[config.mk]
export PLATFORM = sky130hd
export DESIGN_NAME = ahb_sram_slave
export DESIGN_NICKNAME = d
export VERILOG_FILES = /design/src/rtl/ahb_pkg.sv /design/src/rtl/ahb_slv_addr_chk.sv /design/src/rtl/ahb_sram_slave.sv
export SDC_FILE = /design/constraint.sdc
export NUM_CORES = 1
export LEC_CHECK = 0
export BUFFER_PORTS_ARGS = -buffer_cell sky130_fd_sc_hd__clkbuf_2
export CORE_UTILIZATION = 45
export CTS_CLUSTER_DIAMETER = 30
export DETAILED_ROUTE_END_ITERATION = 8
export PLACE_DENSITY = 0.81
export SLEW_MARGIN = 5
export SYNTH_ARGS = -nofsm -noshare
export SYNTH_HDL_FRONTEND = slang
export SYNTH_HIERARCHICAL = 1
export SYNTH_SLANG_ARGS = --single-unit
[constraint.sdc]
create_clock -name HCLK -period 2.5 [get_ports HCLK]
set_input_delay 0.25 -clock HCLK [delete_from_list [all_inputs] [get_ports HCLK]]
set_output_delay 0.25 -clock HCLK [all_outputs]
set_load 0.005 [all_outputs]
[src/rtl/ahb_pkg.sv]
// Shared AHB-Lite encodings and the data-phase state type
// used by the AHB slaves in this tree.
package ahb_pkg;

  localparam logic [1:0] HTRANS_IDLE   = 2'b00;
  localparam logic [1:0] HTRANS_BUSY   = 2'b01;
  localparam logic [1:0] HTRANS_NONSEQ = 2'b10;
  localparam logic [1:0] HTRANS_SEQ    = 2'b11;

  localparam logic [1:0] HRESP_OKAY  = 2'b00;
  localparam logic [1:0] HRESP_ERROR = 2'b01;
  localparam logic [1:0] HRESP_RETRY = 2'b10;
  localparam logic [1:0] HRESP_SPLIT = 2'b11;

  localparam logic [2:0] HSIZE_BYTE = 3'b000;
  localparam logic [2:0] HSIZE_HALF = 3'b001;
  localparam logic [2:0] HSIZE_WORD = 3'b010;

  typedef enum logic [2:0] {
    ST_IDLE,
    ST_WAIT,
    ST_ACC,
    ST_RD,
    ST_ERR1,
    ST_ERR2
  } slv_state_e;

endpackage

[src/rtl/ahb_slv_addr_chk.sv]
// Address-phase legality check and little-endian byte-lane mask.
// AHB_SLV_WPROT_EN adds write protection of the low ROM_WORDS words.
module ahb_slv_addr_chk
  import ahb_pkg::*;
#(
  parameter int ADDR_BITS = 32,
  parameter int MEM_WORDS = 16384,
  parameter int ROM_WORDS = 1024
) (
  input  logic [ADDR_BITS-1:0] haddr,
  input  logic [2:0]           hsize,
  input  logic                 hwrite,
  output logic [3:0]           mask,
  output logic                 err
);

`ifdef AHB_SLV_WPROT_EN
  localparam bit WPROT = 1'b1;
`else
  localparam bit WPROT = 1'b0;
`endif

  localparam logic [ADDR_BITS-1:0] MEM_LIM = ADDR_BITS'(MEM_WORDS);
  localparam logic [ADDR_BITS-1:0] ROM_LIM = ADDR_BITS'(ROM_WORDS);

  logic [ADDR_BITS-1:0] widx;

  assign widx = {2'b00, haddr[ADDR_BITS-1:2]};

  always_comb begin
    mask = 4'b0000;
    err  = 1'b0;
    unique case (1'b1)
      hsize == HSIZE_BYTE: mask = 4'b0001 << haddr[1:0];
      hsize == HSIZE_HALF: begin
        mask = haddr[1] ? 4'b1100 : 4'b0011;
        err  = haddr[0];
      end
      hsize == HSIZE_WORD: begin
        mask = 4'b1111;
        err  = |haddr[1:0];
      end
      default: err = 1'b1;
    endcase
    if (widx >= MEM_LIM)
      err = 1'b1;
    if (WPROT && hwrite && (widx < ROM_LIM))
      err = 1'b1;
  end

endmodule

[src/rtl/ahb_sram_slave.sv]
// AHB-Lite slave turning data-phase transfers into SRAM accesses.
// Define AHB_SLV_WPROT_EN to write-protect the low ROM_WORDS words.
module ahb_sram_slave
  import ahb_pkg::*;
#(
  parameter int ADDR_BITS   = 32,
  parameter int DATA_BITS   = 32,
  parameter int MEM_WORDS   = 16384,
  parameter int WAIT_STATES = 0,
  parameter int ROM_WORDS   = 1024,
  localparam int AW = $clog2(MEM_WORDS)
) (
  input  logic                 HCLK,
  input  logic                 HRESET,
  input  logic                 HSEL,
  input  logic [ADDR_BITS-1:0] HADDR,
  input  logic [1:0]           HTRANS,
  input  logic                 HWRITE,
  input  logic [2:0]           HSIZE,
  input  logic [DATA_BITS-1:0] HWDATA,
  input  logic                 HREADY,
  output logic [DATA_BITS-1:0] HRDATA,
  output logic                 HREADYOUT,
  output logic [1:0]           HRESP,
  output logic                 SRAM_CS,
  output logic [3:0]           SRAM_WEB,
  output logic [AW-1:0]        SRAM_A,
  output logic [DATA_BITS-1:0] SRAM_D,
  input  logic [DATA_BITS-1:0] SRAM_Q
);

  localparam bit         HAS_WAIT = WAIT_STATES != 0;
  localparam logic [2:0] WS_LOAD  = 3'(WAIT_STATES - 1);

  slv_state_e           state, state_d;
  logic [AW-1:0]        addr_q;
  logic                 wr_q;
  logic [3:0]           mask_q;
  logic [2:0]           cnt_q;
  logic [DATA_BITS-1:0] rdata_q;
  logic [3:0]           mask_a;
  logic                 err_a;
  logic                 accept;
  logic                 done;

  ahb_slv_addr_chk #(
    .ADDR_BITS (ADDR_BITS),
    .MEM_WORDS (MEM_WORDS),
    .ROM_WORDS (ROM_WORDS)
  ) u_chk (
    .haddr  (HADDR),
    .hsize  (HSIZE),
    .hwrite (HWRITE),
    .mask   (mask_a),
    .err    (err_a)
  );

  assign accept = HSEL && HREADY &&
                  (HTRANS == HTRANS_NONSEQ ||
                   HTRANS == HTRANS_SEQ);

  // cycles in which the current data phase completes
  assign done = state == ST_IDLE ||
                state == ST_RD   ||
                state == ST_ERR2 ||
                (state == ST_ACC && wr_q);

  assign SRAM_A = addr_q;
  assign SRAM_D = HWDATA;

  always_comb begin
    state_d   = state;
    HREADYOUT = 1'b1;
    HRESP     = HRESP_OKAY;
    HRDATA    = rdata_q;
    SRAM_CS   = 1'b0;
    SRAM_WEB  = 4'b0000;
    if (done) begin
      state_d = ST_IDLE;
      if (accept)
        state_d = err_a    ? ST_ERR1 :
                  HAS_WAIT ? ST_WAIT : ST_ACC;
    end else begin
      unique case (state)
        ST_WAIT: if (cnt_q == 3'd0) state_d = ST_ACC;
        ST_ACC:  state_d = ST_RD;
        ST_ERR1: state_d = ST_ERR2;
        default: state_d = state;
      endcase
    end
    unique case (state)
      ST_WAIT: HREADYOUT = 1'b0;
      ST_ACC: begin
        SRAM_CS = 1'b1;
        if (wr_q) SRAM_WEB  = mask_q;
        else      HREADYOUT = 1'b0;
      end
      ST_RD:   HRDATA = SRAM_Q;
      ST_ERR1: begin
        HREADYOUT = 1'b0;
        HRESP     = HRESP_ERROR;
      end
      ST_ERR2: HRESP = HRESP_ERROR;
      default: ;
    endcase
  end

  always_ff @(posedge HCLK) begin
    if (HRESET) begin
      state   <= ST_IDLE;
      addr_q  <= '0;
      wr_q    <= 1'b0;
      mask_q  <= 4'b0000;
      cnt_q   <= 3'd0;
      rdata_q <= '0;
    end else begin
      state <= state_d;
      if (done && accept) begin
        addr_q <= HADDR[AW+1:2];
        wr_q   <= HWRITE;
        mask_q <= mask_a;
        cnt_q  <= WS_LOAD;
      end else if (state == ST_WAIT) begin
        cnt_q <= cnt_q - 3'd1;
      end
      if (state == ST_RD)
        rdata_q <= SRAM_Q;
    end
  end

endmodule

==> results of run 1 <==
[sequential cells by signal, indices dropped and copies added, names as in the netlist]
signal   cells
wr_q         1
SRAM_A      14
cnt_q        3
mask_q       4
state        3
rdata_q     32
[layer usage]
layer / global-route usage / wire [um] / up-vias / part of all wire
met3: 0.0440 / 306 / 10 / 0.054
li1: - / - / 1139 / -
met1: 0.175 / 2340 / 1077 / 0.41
met5: 0 / 0 / - / 0
met4: 0.104 / 90 / 0 / 0.016
met2: 0.317 / 2970 / 67 / 0.52
[synthesized netlist by cell type (all sizes together), types with 4 or more instances]
| master | number |
|---|---|
| dfxtp | 57 |
| buf | 41 |
| nand2b | 40 |
| nor2b | 33 |
| mux2 | 32 |
| mux2i | 19 |
| nor2 | 12 |
| clkbuf | 9 |
| a21oi | 8 |
| and3 | 6 |
| inv | 6 |
| o21ai | 6 |
| nor4 | 4 |
[critical path, delay by kind of cell, from the launching register on]
family / cells / cell delay [ps]
flip-flops: 1 / 430
multiplexers: 1 / 400
buffers and inverters: 2 / 490
AND/OR/NAND/NOR: 1 / 130
[per-stage QoR]
step	std cells	util	setup WS [ps]	power (uW)
finish	467	0.577	456	2040
floorplan	298	-	1020	1170
CTS	467	0.577	443	2070
detailed placement	451	0.545	803	1230
global route	467	0.577	322	2140
global placement	451	0.545	828	1210
[worst max-delay path by stage]
stage                               start                       to  cells past startpoint
finish              state[0]$_SDFFE_PP0P_               HRDATA[16]                      4
global route        state[0]$_SDFFE_PP0P_               HRDATA[15]                      4
CTS                 state[0]$_SDFFE_PP0P_               HRDATA[27]                      4
detailed placement  state[0]$_SDFFE_PP0P_               HRDATA[27]                      4
global placement    state[0]$_SDFFE_PP0P_               HRDATA[29]                      4
floorplan           state[0]$_SDFFE_PP0P_  SRAM_A[10]$_SDFFE_PP0P_                      8
[power groups by stage]
stage               combinational, uW  clock [uW]  sequential [uW]
floorplan                         203           0              968
global placement                  238           0              975
detailed placement                250           0              977
CTS                               250         864              957
global route                      278         898              961
finish                            247         834              957
[cells by family (layout without fill, tap and decap cells)]
group,Yosys count,after routing
xor+xnor,1,1
simple gates,105,105
fa+ha+maj,2,2
buf+inv,56,150
flops,57,57
compound gates,25,25
other cells,1,1
mux,51,51
[cell type report]
cell class / instances / area [sq um]
inverters: 6 / 22.5
multi-input cells: 185 / 1400
clock buffers: 10 / 138
fillers: 574 / 2560
repair buffers: 128 / 648
clock inverters: 6 / 57.6
well taps: 75 / 93.8
flip-flops and latches: 57 / 1140
==> results.md, run 1 <==
Status:
- The run finished with clean final reports.

Timing:
- The part of the cycle the worst path needs is 0.818.
- The hold violation count in the final report is 0.
- At the pin with the least slew margin, the transition time is between 1000 and 1500 ps.
- Setup total negative slack on the finished layout was measured at 0 ps.
- The worst slew slack as a fraction of its limit is 0.328.
- The setup clock skew after layout is 8.98 ps.
- Hold is met by 171 ps.
- The number of pins exceeding their max-slew limit in the final report is 0.
- The final period demand of the worst path is about 2000 ps.
- Setup violations remaining at the end of the flow were counted as 0.
- The highest achievable clock rate is 489 MHz.
- Setup repair after global routing left no endpoint under its margin.

Setup path:
- STA classifies the critical path startpoint as a flop.
- The required arrival time at the worst endpoint is 2250 ps.
- The category of the critical setup timing path is reg -> out.
- In this design, the stage delay of the slowest critical-path cell is 430 ps.
- STA classifies the critical path endpoint as a primary output.
- The launching point of the worst reg2reg path is state[0]$_SDFFE_PP0P_.
- For the worst setup path, the data arrival time is 1790 ps.
- The signal on the critical path passes through nand3b_1 -> buf_4 -> mux2_2 -> clkbuf_2.
- Measured in cells, the most critical reg-to-reg path has a length of 4.
- The library cell contributing the largest single delay on the critical path is sky130_fd_sc_hd__dfxtp_1.
- The setup check on the worst reg-to-reg path leaves a slack of approximately 860 ps.
- Of all nets on the critical path, the largest fanout is 32.
- The end of the worst register-to-register path is rdata_q[16]$_SDFF_PP0_.

Logic synthesis:
- The cell type with the highest aggregate area in the netlist is sky130_fd_sc_hd__dfxtp_1.
- The average instance area after synthesis is ~9.8 sq um.
- The share of the synthesized area in the top cell type is 0.392.
- By area the synthesized netlist is led by sky130_fd_sc_hd__dfxtp_1 39%, sky130_fd_sc_hd__mux2_2 9.3%, sky130_fd_sc_hd__buf_4 8.8%.
- The share of the synthesized area in compound gates (AO/OA/AOI/OAI) is 0.0555.
- The synthesized net count is between 400 and 500.
- For this run, the number of Yosys warnings is 6.
- The mux share of post-synthesis cell area is 0.189.
- Of the total synthesized cell area, the portion taken by AND, OR, NAND and NOR gates is 0.222.
- The share of async-settable or async-resettable flops after synthesis is 0.
- The register bit count reported by yosys is 57.
- The number of synthesized flops with an enable pin is 0.
- After technology mapping, the gate count stands at 298.
- The most used flip-flop cell after synthesis is sky130_fd_sc_hd__dfxtp_1.
- The register area share after synthesis is 0.392.
- The synthesized area is 2910 sq um.
- Of the total synthesized cell area, the portion taken by XOR and XNOR cells is 0.00301.
- Synthesis instantiated 37 different standard cells from the library.
- Of the total synthesized cell area, the portion taken by full adders, half adders and majority gates is 0.00860.
- After synthesis, the largest family of logic cells by area is simple AND/OR/NAND/NOR gates.

Flow run:
- Across the run, the number of max-cap violations was 0.

Clock tree:
- The number of buffers on the longest clock path is 2.
- The number of cells upsized or downsized after cts is 0.
- The number of setup buffers added after CTS is 0.
- The count of hold-fix buffers inserted at cts is 0.
- The H-tree was split into 3 levels.
- The CTS sink count is 57.
- Counting the buffers created by CTS gives 9.
- The CTS tree is built.
- For the worst-skew pair, the clock arrives at the later sink with an insertion delay of ~320 ps.
- CTS placed an instance of sky130_fd_sc_hd__clkbuf_8 at the clock tree root.
- After clock tree synthesis, the clock-pin slew on the worst setup and hold paths is 70 ps.

Layout:
- The net count of the finished layout is 495.
- The area growth from synthesis to layout is 20.2%.
- The final instance area is roughly 3500 sq um.
- The library cells used most frequently in the layout, excluding fill and tap cells, are 125 x sky130_fd_sc_hd__clkbuf_2, 57 x sky130_fd_sc_hd__dfxtp_1, 39 x sky130_fd_sc_hd__nand2b_1.
- The number of antenna diodes in the final layout is 0.
- Leaving out fill and tap cells, the most frequent cell in the layout is sky130_fd_sc_hd__clkbuf_2.
- In the final layout, the share of cells above drive strength 1 is 0.439.

Min path:
- The worst hold path begins at HADDR[10].
- The worst hold-check path type is in -> reg.
- Along the worst hold path, the cell count comes to 3.
- The path with the worst hold slack has its endpoint at SRAM_A[8]$_SDFFE_PP0P_.

Floorplan:
- The area of the placeable core is between 6000 and 7000 sq um.
- The area of the die is ~6800 sq um.
- The I/O pin count is ~190.
- Measured along the x axis, the die boundary spans 82.4 um.
- The number of cell rows is 28.
- Measured along the y axis, the die boundary spans 82.4 um.
- The initial utilization of the core area, before any placement, comes to 0.480.

Global route:
- The global routing usage summed across all routing layers is 0.173.
- The number of global-route vias before repair is 2166.
- Entering global routing, the biggest net connects 65 pins.
- The first global-routing pass estimated 8.84 mm of wire.
- The initial antenna violation count is 0.
- Global routing finished with a remaining overflow of 0.

Power and ir drop:
- The share of total power dissipated in sequential elements is 0.470.
- The share of total power dissipated in combinational logic is 0.121.
- The net switching fraction of the power is 0.241.
- The share of total power dissipated in the clock network is 0.409.
- The analysis attributes to cell leakage a power of 0.00169 uW.
- The maximum vdd ir drop is 0.319 mV.
- In this run the power spent charging and discharging nets is around 490 uW.
- The ratio of total power to cell area is 583 nW/um^2.
- The internal portion of the total power is between 1500 and 2000 uW.

Detailed routing:
- The final layout contains routed wiring with a total length of 5.71 mm.
- After detailed routing, the number of remaining DRC violations is 0.
- The detail route stage leaves a number of antenna-violating nets equal to 0.
- For this block, the initial DRC count from the detailed router was 50.
- In the final routed layout, each cell accounts on average for 12.2 um.
- The first-pass detailed-route iteration total is 4.
- The post-detailed-route via-to-cell ratio is 4.91.
- Across all layers, the routed design uses 2293 vias.

Placement:
- At the end of routability-driven placement, the weighted congestion stood at 0.806.
- Detailed placement finished with a half-perimeter wire length of approximately 4.3 mm.
- Input and output buffers added on the ports amount to about 130.
- The post-place instance area is between 3000 and 4000 sq um.
No activity file was read; power rests on OpenSTA's default activity.
==> inputs of run 2 (changes only) <==
--- a/config.mk
+++ b/config.mk
@@ -5,11 +5,12 @@
 export SDC_FILE = /design/constraint.sdc
 export NUM_CORES = 1
 export LEC_CHECK = 0
+export ABC_AREA = 1
 export BUFFER_PORTS_ARGS = -buffer_cell sky130_fd_sc_hd__clkbuf_2
-export CORE_UTILIZATION = 45
+export CORE_UTILIZATION = 39
 export CTS_CLUSTER_DIAMETER = 30
 export DETAILED_ROUTE_END_ITERATION = 8
-export PLACE_DENSITY = 0.81
+export PLACE_DENSITY = 0.73
 export SLEW_MARGIN = 5
 export SYNTH_ARGS = -nofsm -noshare
 export SYNTH_HDL_FRONTEND = slang
==> constraint.sdc (replaced) <==
create_clock -name HCLK -period 1.75 [get_ports HCLK]
set_input_delay 0.175 -clock HCLK [delete_from_list [all_inputs] [get_ports HCLK]]
set_output_delay 0.175 -clock HCLK [all_outputs]
set_load 0.005 [all_outputs]
==> run 2 against run 1 <==
Effect of this change:
- non-clock buffer count grew 2
- cell count is 40% higher
- design area rose by 9.5%
- sequential power is 43% higher
- critical path depth rose by 2
- via count rose by 27%
- register-to-register slack worse by 580 ps
- area after synthesis grew 5.8%
- total power increased by 60%
- worst setup slack worse by 350 ps
- global-route usage decreased by 0.17 points
- clock skew hardly changed
- largest power group is now clock
==> results.md, run 2 <==
Status:
- The run finished with clean final reports.

Logic synthesis:
- By count the netlist is led by 90 x sky130_fd_sc_hd__inv_1, 86 x sky130_fd_sc_hd__nand2_1, 68 x sky130_fd_sc_hd__nor2_1, 57 x sky130_fd_sc_hd__dfxtp_1, 34 x sky130_fd_sc_hd__o21ai_1.
- The cell type with the highest aggregate area in the netlist is sky130_fd_sc_hd__dfxtp_1.
- The share of the synthesized area in compound gates (AO/OA/AOI/OAI) was 0.101 (+0.0457).
- The average instance area after synthesis is 6.68 sq um (-32%).
- The share of the synthesized area in the top cell type is 0.371 (-0.0215).
- The xor/xnor share of the synthesized area was 0.00285 (-0.000165).
- The number of synthesized flops with an enable pin is 0 (unchanged).
- The most common cell in the synthesized netlist is sky130_fd_sc_hd__inv_1.
- By area, the combinational part of the netlist is dominated by simple AND/OR/NAND/NOR gates.
- The synthesized instance count was 461 (+55%).
- The register bit count reported by yosys came to 57 (unchanged).
- The share of synthesized cell area in and, or, nand and nor gates is 0.286 (+0.0638).
- The share of async-settable or async-resettable flops after synthesis came to 0 (unchanged).
- The post-synthesis share of cell area spent on full adders, half adders and majority gates came to 0.00813 (-0.000472).
- The register area share after synthesis came to 0.371 (-0.0215).
- The synthesized net count was 569 (+40%).
- The mux share of post-synthesis cell area is 0 (-0.189).
- The synthesized area came to 3080 sq um (+5.8%).
- By area the synthesized netlist is led by sky130_fd_sc_hd__dfxtp_1 37%, sky130_fd_sc_hd__inv_1 11%, sky130_fd_sc_hd__nand2_1 10%.
- The count of distinct cell types in the synthesized netlist is 26 (-30%).
- In the synthesized netlist the dominant register cell turns out to be sky130_fd_sc_hd__dfxtp_1.
- The number of warning messages in the yosys log is 6 (unchanged).

Timing:
- The hold violation count in the final report is 0 (unchanged).
- The count of endpoints failing setup in the final report came to 0 (unchanged).
- The setup clock skew after layout was 8.68 ps (-0.303 ps).
- Setup repair after global routing could not meet its margin everywhere.
- Counting I/O delays and the setup requirement, the final critical path takes 1650 ps.
- The measured slew at the worst slew-check pin came to 619 ps (-388 ps).
- The post-route worst setup slack was 104 ps (-352 ps).
- The worst slew slack as a fraction of its limit is 0.587 (+0.258).
- The total negative slack was 0 ps (unchanged).
- The part of the cycle the worst path needs is 0.941.
- The number of pins exceeding their max-slew limit in the final report was 0 (unchanged).
- The highest achievable clock rate is 607 MHz.

Setup path:
- The launching point of the worst reg2reg path is state[1]$_SDFFE_PP0P_.
- STA classifies the critical path startpoint as a flop.
- The category of the critical setup timing path is reg -> out.
- The data arrival time of the worst path is 1470 ps (-320 ps).
- The logic depth of the worst register-to-register path came to 7 (+3).
- The highest fanout seen on the critical path is 32 (unchanged).
- Tracing the worst setup path back leads to its startpoint at state[2]$_SDFFE_PP0P_.
- The required arrival time at the worst endpoint is 1570 ps (-680 ps).
- STA classifies the critical path endpoint as a primary output.

Detailed routing:
- The number of remaining DRC errors is 0 (unchanged).
- The routed wire length per instance is 10.1 um (-17%).
- The detailed-route wire length is 6.64 mm (+16%).
- The overall via count from detail_route was 2911 (+27%).
- The number of violations reported at the end of detailed-routing iteration 0 came to 51 (+2.0%).
- The post-detailed-route via-to-cell ratio is 4.44 (-9.6%).
- The first-pass detailed-route iteration total was 4 (unchanged).
- The post-route antenna net violation count is 0 (unchanged).

Layout:
- The number of flip-flops in the largest register is 32 (unchanged).
- In the layout the commonest cells are 125 x sky130_fd_sc_hd__clkbuf_2, 90 x sky130_fd_sc_hd__inv_1, 86 x sky130_fd_sc_hd__nand2_1.
- The final instance area came to 3830 sq um (+9.5%).
- The antenna cell count is 0 (unchanged).
- The net count of the finished layout is 657 (+33%).
- The number of fill cells came to 786 (+37%).
- The total area of sequential cells came to 1150 sq um (+0.55%).
- The fraction of final layout cells sized beyond drive strength 1 was 0.303 (-0.136).
- The most flop-heavy register is rdata_q.
- The relative area change from synthesis to final layout is 24.4%.
- The footprint of the multi-input gates is 1260 sq um (-10%).
- The most common library cell in the layout ignoring fill and taps is sky130_fd_sc_hd__clkbuf_2.

Clock tree:
- The count of hold-fix buffers inserted at cts is 0 (unchanged).
- The total number of H-tree levels came to 3 (unchanged).
- The cell at the root of the clock tree is sky130_fd_sc_hd__clkbuf_8.
- The clock buffer count from CTS is 9 (unchanged).
- The clock transition time at the flip-flop clock pins of the worst setup and hold paths is 70 ps (about the same).
- The number of buffers on the longest clock path is 2 (unchanged).
- The clock latency on the worst-skew pair was 330 ps (about the same).
- TritonCTS built the clock tree.
- The CTS sink count came to 57 (unchanged).
- The number of setup buffers added after CTS is 0 (unchanged).

Global route:
- The met3 usage is 0.0438 (-0.000185).
- The largest net degree at the start of global routing is 42 (-35%).
- The number of global-route vias before repair is 2665 (+23%).
- The initial antenna violation count came to 0 (unchanged).
- The global routing usage on met1 was 0.187 (+0.0129).
- The global routing usage summed across all routing layers was 0.171 (-0.00165).
- The total congestion overflow after global routing is 0 (unchanged).
- The global routing usage on met2 was 0.297 (-0.0206).
- The global-route wire length before repair is 11.4 mm (+29%).
- met2 is the most crowded layer.

Power and ir drop:
- The total net switching power came to 765 uW (+56%).
- The static leakage came to 0.00230 uW (+36%).
- The net switching fraction of the power is 0.235 (-0.00596).
- The share of total power in combinational logic was 0.120 (about the same).
- The maximum vdd ir drop is 0.403 mV (+26%).
- The part of the power in registers was 0.420 (-0.050).
- The ratio of total power to cell area came to 850 nW/um^2 (+46%).
- The relative contribution of the clock network to total power came to 0.460 (+0.051).
- The total internal power is 2490 uW (+61%).
- The power consumption is 3250 uW (+60%).

Floorplan:
- The initial core utilization came to 0.400 (-0.0796).
- The die outline height came to 90.8 um (+10%).
- The die width is 90.8 um (+10%).
- The number of cell rows is 32 (+14%).
- The I/O pin count is 192 (unchanged).
- The area of the die is 8250 sq um (+22%).
- The area of the placeable core is 7690 sq um (+27%).

Flow run:
- The number of maximum-capacitance constraint violations came to 0 (unchanged).

Placement:
- The number of buffers added on ports is 125 (unchanged).
- The routability congestion estimate from global placement is 0.771 (-4.3%).
- The worst slack at placement came to 225 ps (-578 ps).
- The HPWL after detailed placement is 4.69 mm (+9.9%).
- The post-place instance area is 3520 sq um (+6.7%).

Min path:
- The number of cells on the worst hold path was 3 (unchanged).
- The worst hold path begins at SRAM_Q[24].
- The worst hold-check path type is in -> reg.
-- run 2: cell types whose count changed after synthesis, moves of 8 or more --
cell	before	now
sky130_fd_sc_hd__inv_1	6	90
sky130_fd_sc_hd__nand2_1	2	86
sky130_fd_sc_hd__nor2_1	12	68
sky130_fd_sc_hd__nand2b_1	39	0
sky130_fd_sc_hd__o21ai_1	0	34
sky130_fd_sc_hd__nor2b_1	33	0
sky130_fd_sc_hd__mux2_2	24	0
sky130_fd_sc_hd__mux2i_1	19	0
sky130_fd_sc_hd__nand3b_1	2	19
sky130_fd_sc_hd__a21oi_1	8	20
sky130_fd_sc_hd__nand3_1	1	10
sky130_fd_sc_hd__mux2_1	8	0
-- run 2: cells by family after synthesis --
kind of cell,count (synthesis)
and+or+nand+nor,195
buffers and inverters,145
other,1
AOI/OAI and AO/OA,60
DFF,57
adders and majority gates,2
xor gates and xnor gates,1
-- run 2: layout make-up --
cell class              instances  area share
clock buffers                  11      0.0369
clock inverters                 5      0.0268
inverters                      92      0.0902
multi-input cells             259       0.328
flip-flops and latches         57       0.300
well taps                     102      0.0333
repair buffers                130       0.185
-- run 2: worst paths after layout --
path | to | slack (ps)
setup reg to reg | SRAM_A[12]$_SDFFE_PP0P_ | 280
hold reg to reg | SRAM_A[5]$_SDFFE_PP0P_ | 480
setup / recovery | HRDATA[0] | 100
hold / removal | rdata_q[24]$_SDFF_PP0_ | 100
-- run 2: power by group through the flow --
stage | Sequential [uW] | Combinational [uW] | Clock, uW
floorplan | 1390 | 320 | 0
global placement | 1390 | 378 | 0
detailed placement | 1400 | 390 | 0
CTS | 1370 | 394 | 1540
global route | 1370 | 445 | 1600
finish | 1370 | 389 | 1500
-- run 2: routing by layer --
| metal | wire (um) | up-vias |
|---|---|---|
| met5 | 0 | - |
| met2 | 3090 | 107 |
| met4 | 171 | 0 |
| met3 | 481 | 29 |
| li1 | - | 1529 |
| met1 | 2900 | 1246 |
-- run 2: worst max-delay path: stages (launching register included) --
cell                       delay (ps)
sky130_fd_sc_hd__dfxtp_4          360
sky130_fd_sc_hd__inv_2            100
sky130_fd_sc_hd__nand3_4          120
sky130_fd_sc_hd__buf_16           200
sky130_fd_sc_hd__o21ai_1          170
sky130_fd_sc_hd__inv_1             60
sky130_fd_sc_hd__clkbuf_2         120
-- run 2: stage by stage --
| stage | hold WS [ps] | cells | utilization |
|---|---|---|---|
| floorplan | 341 | 461 | - |
| global placement | 350 | 639 | 0.458 |
| detailed placement | 350 | 639 | 0.458 |
| CTS | 83.8 | 656 | 0.497 |
| global route | 101 | 656 | 0.498 |
| finish | 103 | 656 | 0.498 |
-- run 2: what timing repair did --
item / 4_1_cts / 5_1_grt
endpoints found under the setup margin: 22 / 23
resized for setup: 7 / 4
cloned: 1 / 0
==> inputs of run 3 (changes only) <==
--- a/config.mk
+++ b/config.mk
@@ -6,12 +6,13 @@
 export NUM_CORES = 1
 export LEC_CHECK = 0
 export ABC_AREA = 1
+export ABC_CLOCK_PERIOD_IN_PS = 1750
 export BUFFER_PORTS_ARGS = -buffer_cell sky130_fd_sc_hd__clkbuf_2
 export CORE_UTILIZATION = 39
 export CTS_CLUSTER_DIAMETER = 30
 export DETAILED_ROUTE_END_ITERATION = 8
-export PLACE_DENSITY = 0.73
-export SLEW_MARGIN = 5
+export PLACE_DENSITY = 0.79
+export SLEW_MARGIN = 20
 export SYNTH_ARGS = -nofsm -noshare
 export SYNTH_HDL_FRONTEND = slang
 export SYNTH_HIERARCHICAL = 1
==> run 3 against run 2 <==
Effect of this change:
- critical endpoint is now HRDATA[4]
- via count up 0.76%
- flip-flop and latch count unchanged
- die area unchanged
- clock power down 21%
- largest cell class unchanged
- sequential power about the same
- combinational power about the same
- worst hold slack worse by 6.5 ps
- total power down 9.7%
- fmax up 0.46%
- critical path type unchanged
==> results.md, run 3 (synthesis results as in run 2) <==
Status:
- The flow ran to the end, and the final reports show no timing, DRC or antenna violations.

Detailed routing:
- The number of remaining DRC errors is 0 (unchanged).
- The overall via count from detail_route is 2933 (+0.76%).
- The post-detailed-route via-to-cell ratio is 4.47 (+0.76%).
- The routed wire length per instance is 9.99 um (-1.3%).
- The post-route antenna net violation count is 0 (unchanged).
- The first-pass detailed-route iteration total is 4 (unchanged).
- The number of violations reported at the end of detailed-routing iteration 0 was 41 (-20%).
- The detailed-route wire length was 6.56 mm (-1.3%).

Floorplan:
- The initial core utilization is 0.400 (unchanged).
- The area of the die is 8250 sq um (unchanged).
- The die width is 90.8 um (unchanged).
- The die outline height was 90.8 um (unchanged).
- The number of cell rows is 32 (unchanged).
- The I/O pin count is 192 (unchanged).
- The area of the placeable core came to 7690 sq um (unchanged).

Layout:
- The fraction of final layout cells sized beyond drive strength 1 is 0.309 (+0.00542).
- The number of fill cells came to 810 (+3.1%).
- The antenna cell count is 0 (unchanged).
- From synthesis to final layout, the design area changed by 22.7%.
- The net count of the finished layout is 657 (unchanged).
- Leaving out fill and tap cells, the most frequent cells in the layout are 125 x sky130_fd_sc_hd__clkbuf_2, 90 x sky130_fd_sc_hd__inv_1, 86 x sky130_fd_sc_hd__nand2_1.
- The number of flip-flops in the largest register is 32 (unchanged).
- The most flop-heavy register is rdata_q.
- Leaving out fill and tap cells, the most frequent cell in the layout is sky130_fd_sc_hd__clkbuf_2.
- The final core area utilization is 0.491 (-0.00667).

Global route:
- The global routing usage summed across all routing layers is 0.166 (-0.00525).
- The global-route wire length before repair is 11.1 mm (-2.4%).
- The total congestion overflow after global routing is 0 (unchanged).
- The initial antenna violation count came to 0 (unchanged).
- The largest net degree at the start of global routing is 42 (unchanged).
- The number of global-route vias before repair is 2636 (-1.1%).

Placement:
- The routability congestion estimate from global placement was 0.803 (+4.1%).
- The HPWL after detailed placement was 4.63 mm (-1.2%).
- The number of buffers added on ports is 125 (unchanged).

Power and ir drop:
- The static leakage is 0.00228 uW (-1.0%).
- The ratio of total power to cell area is 778 nW/um^2 (-8.5%).
- The power consumption came to 2940 uW (-9.7%).
- The maximum vdd ir drop came to 0.359 mV (-11%).

Setup path:
- The required arrival time at the worst endpoint was 1570 ps (about the same).
- The critical path goes through inv_2 -> nand3_4 -> buf_16 -> o21ai_1 -> inv_1 -> clkbuf_2.
- The library cell contributing the largest single delay on the critical path is sky130_fd_sc_hd__dfxtp_2.
- The startpoint class of the critical path is a flop.
- The largest delay contributor family on the critical path is buffers and inverters.
- The logic depth of the worst register-to-register path is 7 (unchanged).
- The highest fanout seen on the critical path is 32 (unchanged).
- The number of buffer and inverter stages on the critical path is 4 (unchanged).
- The worst-case register-to-register setup slack came to 250 ps (-30 ps).
- The longest individual stage delay on the worst path is 350 ps (about the same).
- STA classifies the critical path endpoint as a primary output.
- The worst register-to-register path ends at SRAM_A[7]$_SDFFE_PP0P_.
- The data arrival time of the worst path is 1460 ps (about the same).
- The critical path in this run is classified as reg -> out.
- The launching point of the worst reg2reg path is state[1]$_SDFFE_PP0P_.

Min path:
- The number of cells on the worst hold path is 3 (unchanged).
- The min-delay analysis places its worst path in the category in -> reg.
- The critical hold path startpoint is SRAM_Q[28].
- For hold timing, the worst endpoint is rdata_q[28]$_SDFF_PP0_.

Timing:
- Setup repair after global routing could not meet its margin everywhere.
- The number of pins exceeding their max-slew limit in the final report came to 0 (unchanged).
- The final period demand of the worst path was 1640 ps (-7.62 ps).
- The hold violation count in the final report is 0 (unchanged).
- The measured slew at the worst slew-check pin is 600 ps (-19.5 ps).
- The part of the cycle the worst path needs is 0.936 (-0.00435).
- The worst slew slack as a fraction of its limit is 0.600 (+0.0130).
- The count of endpoints failing setup in the final report was 0 (unchanged).
- The setup clock skew after layout came to 5.49 ps (-3.19 ps).
- The worst hold slack across all endpoints came to 96.7 ps (-6.50 ps).
- The highest achievable clock rate is 610 MHz (+0.46%).

Clock tree:
- The count of hold-fix buffers inserted at cts came to 0 (unchanged).
- The number of buffers on the longest clock path came to 2 (unchanged).
- The CTS sink count is 57 (unchanged).
- The total number of H-tree levels came to 3 (unchanged).
- The clock buffer count from CTS is 9 (unchanged).
- The clock latency on the worst-skew pair is 330 ps (about the same).
- The clock transition time at the flip-flop clock pins of the worst setup and hold paths is 60 ps (about the same).
- The tree is rooted in a sky130_fd_sc_hd__clkbuf_8.
- The CTS tree is built.

Flow run:
- The number of maximum-capacitance constraint violations is 0 (unchanged).
## run 3: cell count changes in the layout (fill, tap and decap cells not counted), sizes merged
cell	change
clkbuf	+2
bufinv	-2
clkinv	+1
clkinvlp	-1
## run 3: how the worst max path moves through the flow
stage | startpoint | endpoint | cells after the start
floorplan | state[2]$_SDFFE_PP0P_ | HRDATA[13] | 6
global placement | state[1]$_SDFFE_PP0P_ | SRAM_A[6]$_SDFFE_PP0P_ | 7
detailed placement | state[1]$_SDFFE_PP0P_ | SRAM_A[7]$_SDFFE_PP0P_ | 7
CTS | state[1]$_SDFFE_PP0P_ | HREADYOUT | 6
global route | state[2]$_SDFFE_PP0P_ | HRDATA[3] | 6
finish | state[2]$_SDFFE_PP0P_ | HRDATA[4] | 6
## run 3: final cells by class
type                    count  area (sq um)  share of cell area
well taps                 102           128              0.0338
repair buffers            130           696               0.184
clock inverters             3          40.0              0.0106
clock buffers              13           149              0.0394
flip-flops and latches     57          1140               0.303
multi-input cells         259          1270               0.338
inverters                  92           345              0.0914
## run 3: report_power, final
group          switching [uW]  total, uW  internal (uW)  leakage, uW
sequential               29.3       1370           1340     0.000463
clock                     489       1180            693    0.0000974
combinational             220        386            166      0.00172
total                     739       2940           2200      0.00228
## run 3: what timing repair did
| item | in CTS | in global routing |
|---|---|---|
| cloned | 1 | 0 |
| setup buffers | 0 | 0 |
| gates resized for setup | 11 | 4 |
| setup endpoints to repair | 28 | 15 |
## run 3: worst min-delay path, stage by stage
cell and delay [ps]:
sky130_fd_sc_hd__clkbuf_2 90, sky130_fd_sc_hd__o21ai_2 60, sky130_fd_sc_hd__nor2_1 70
## run 3: routing by layer
layer | part of all wire | vias up | GRT usage | wire length [um]
met5 | 0 | - | 0 | 0
met4 | 0.031 | 0 | 0.0899 | 203
met3 | 0.079 | 18 | 0.0421 | 521
met2 | 0.47 | 124 | 0.299 | 3090
met1 | 0.42 | 1266 | 0.176 | 2740
li1 | - | 1525 | - | -
## run 3: per-stage QoR
stage	std cells	cell area (sq um)	worst slack [ps]	TNS, ps
CTS	656	3760	42.1	0
global placement	639	3510	277	0
floorplan	461	3080	477	0
global route	656	3780	-2.15	-2.40
detailed placement	639	3510	200	0
finish	656	3780	111	0
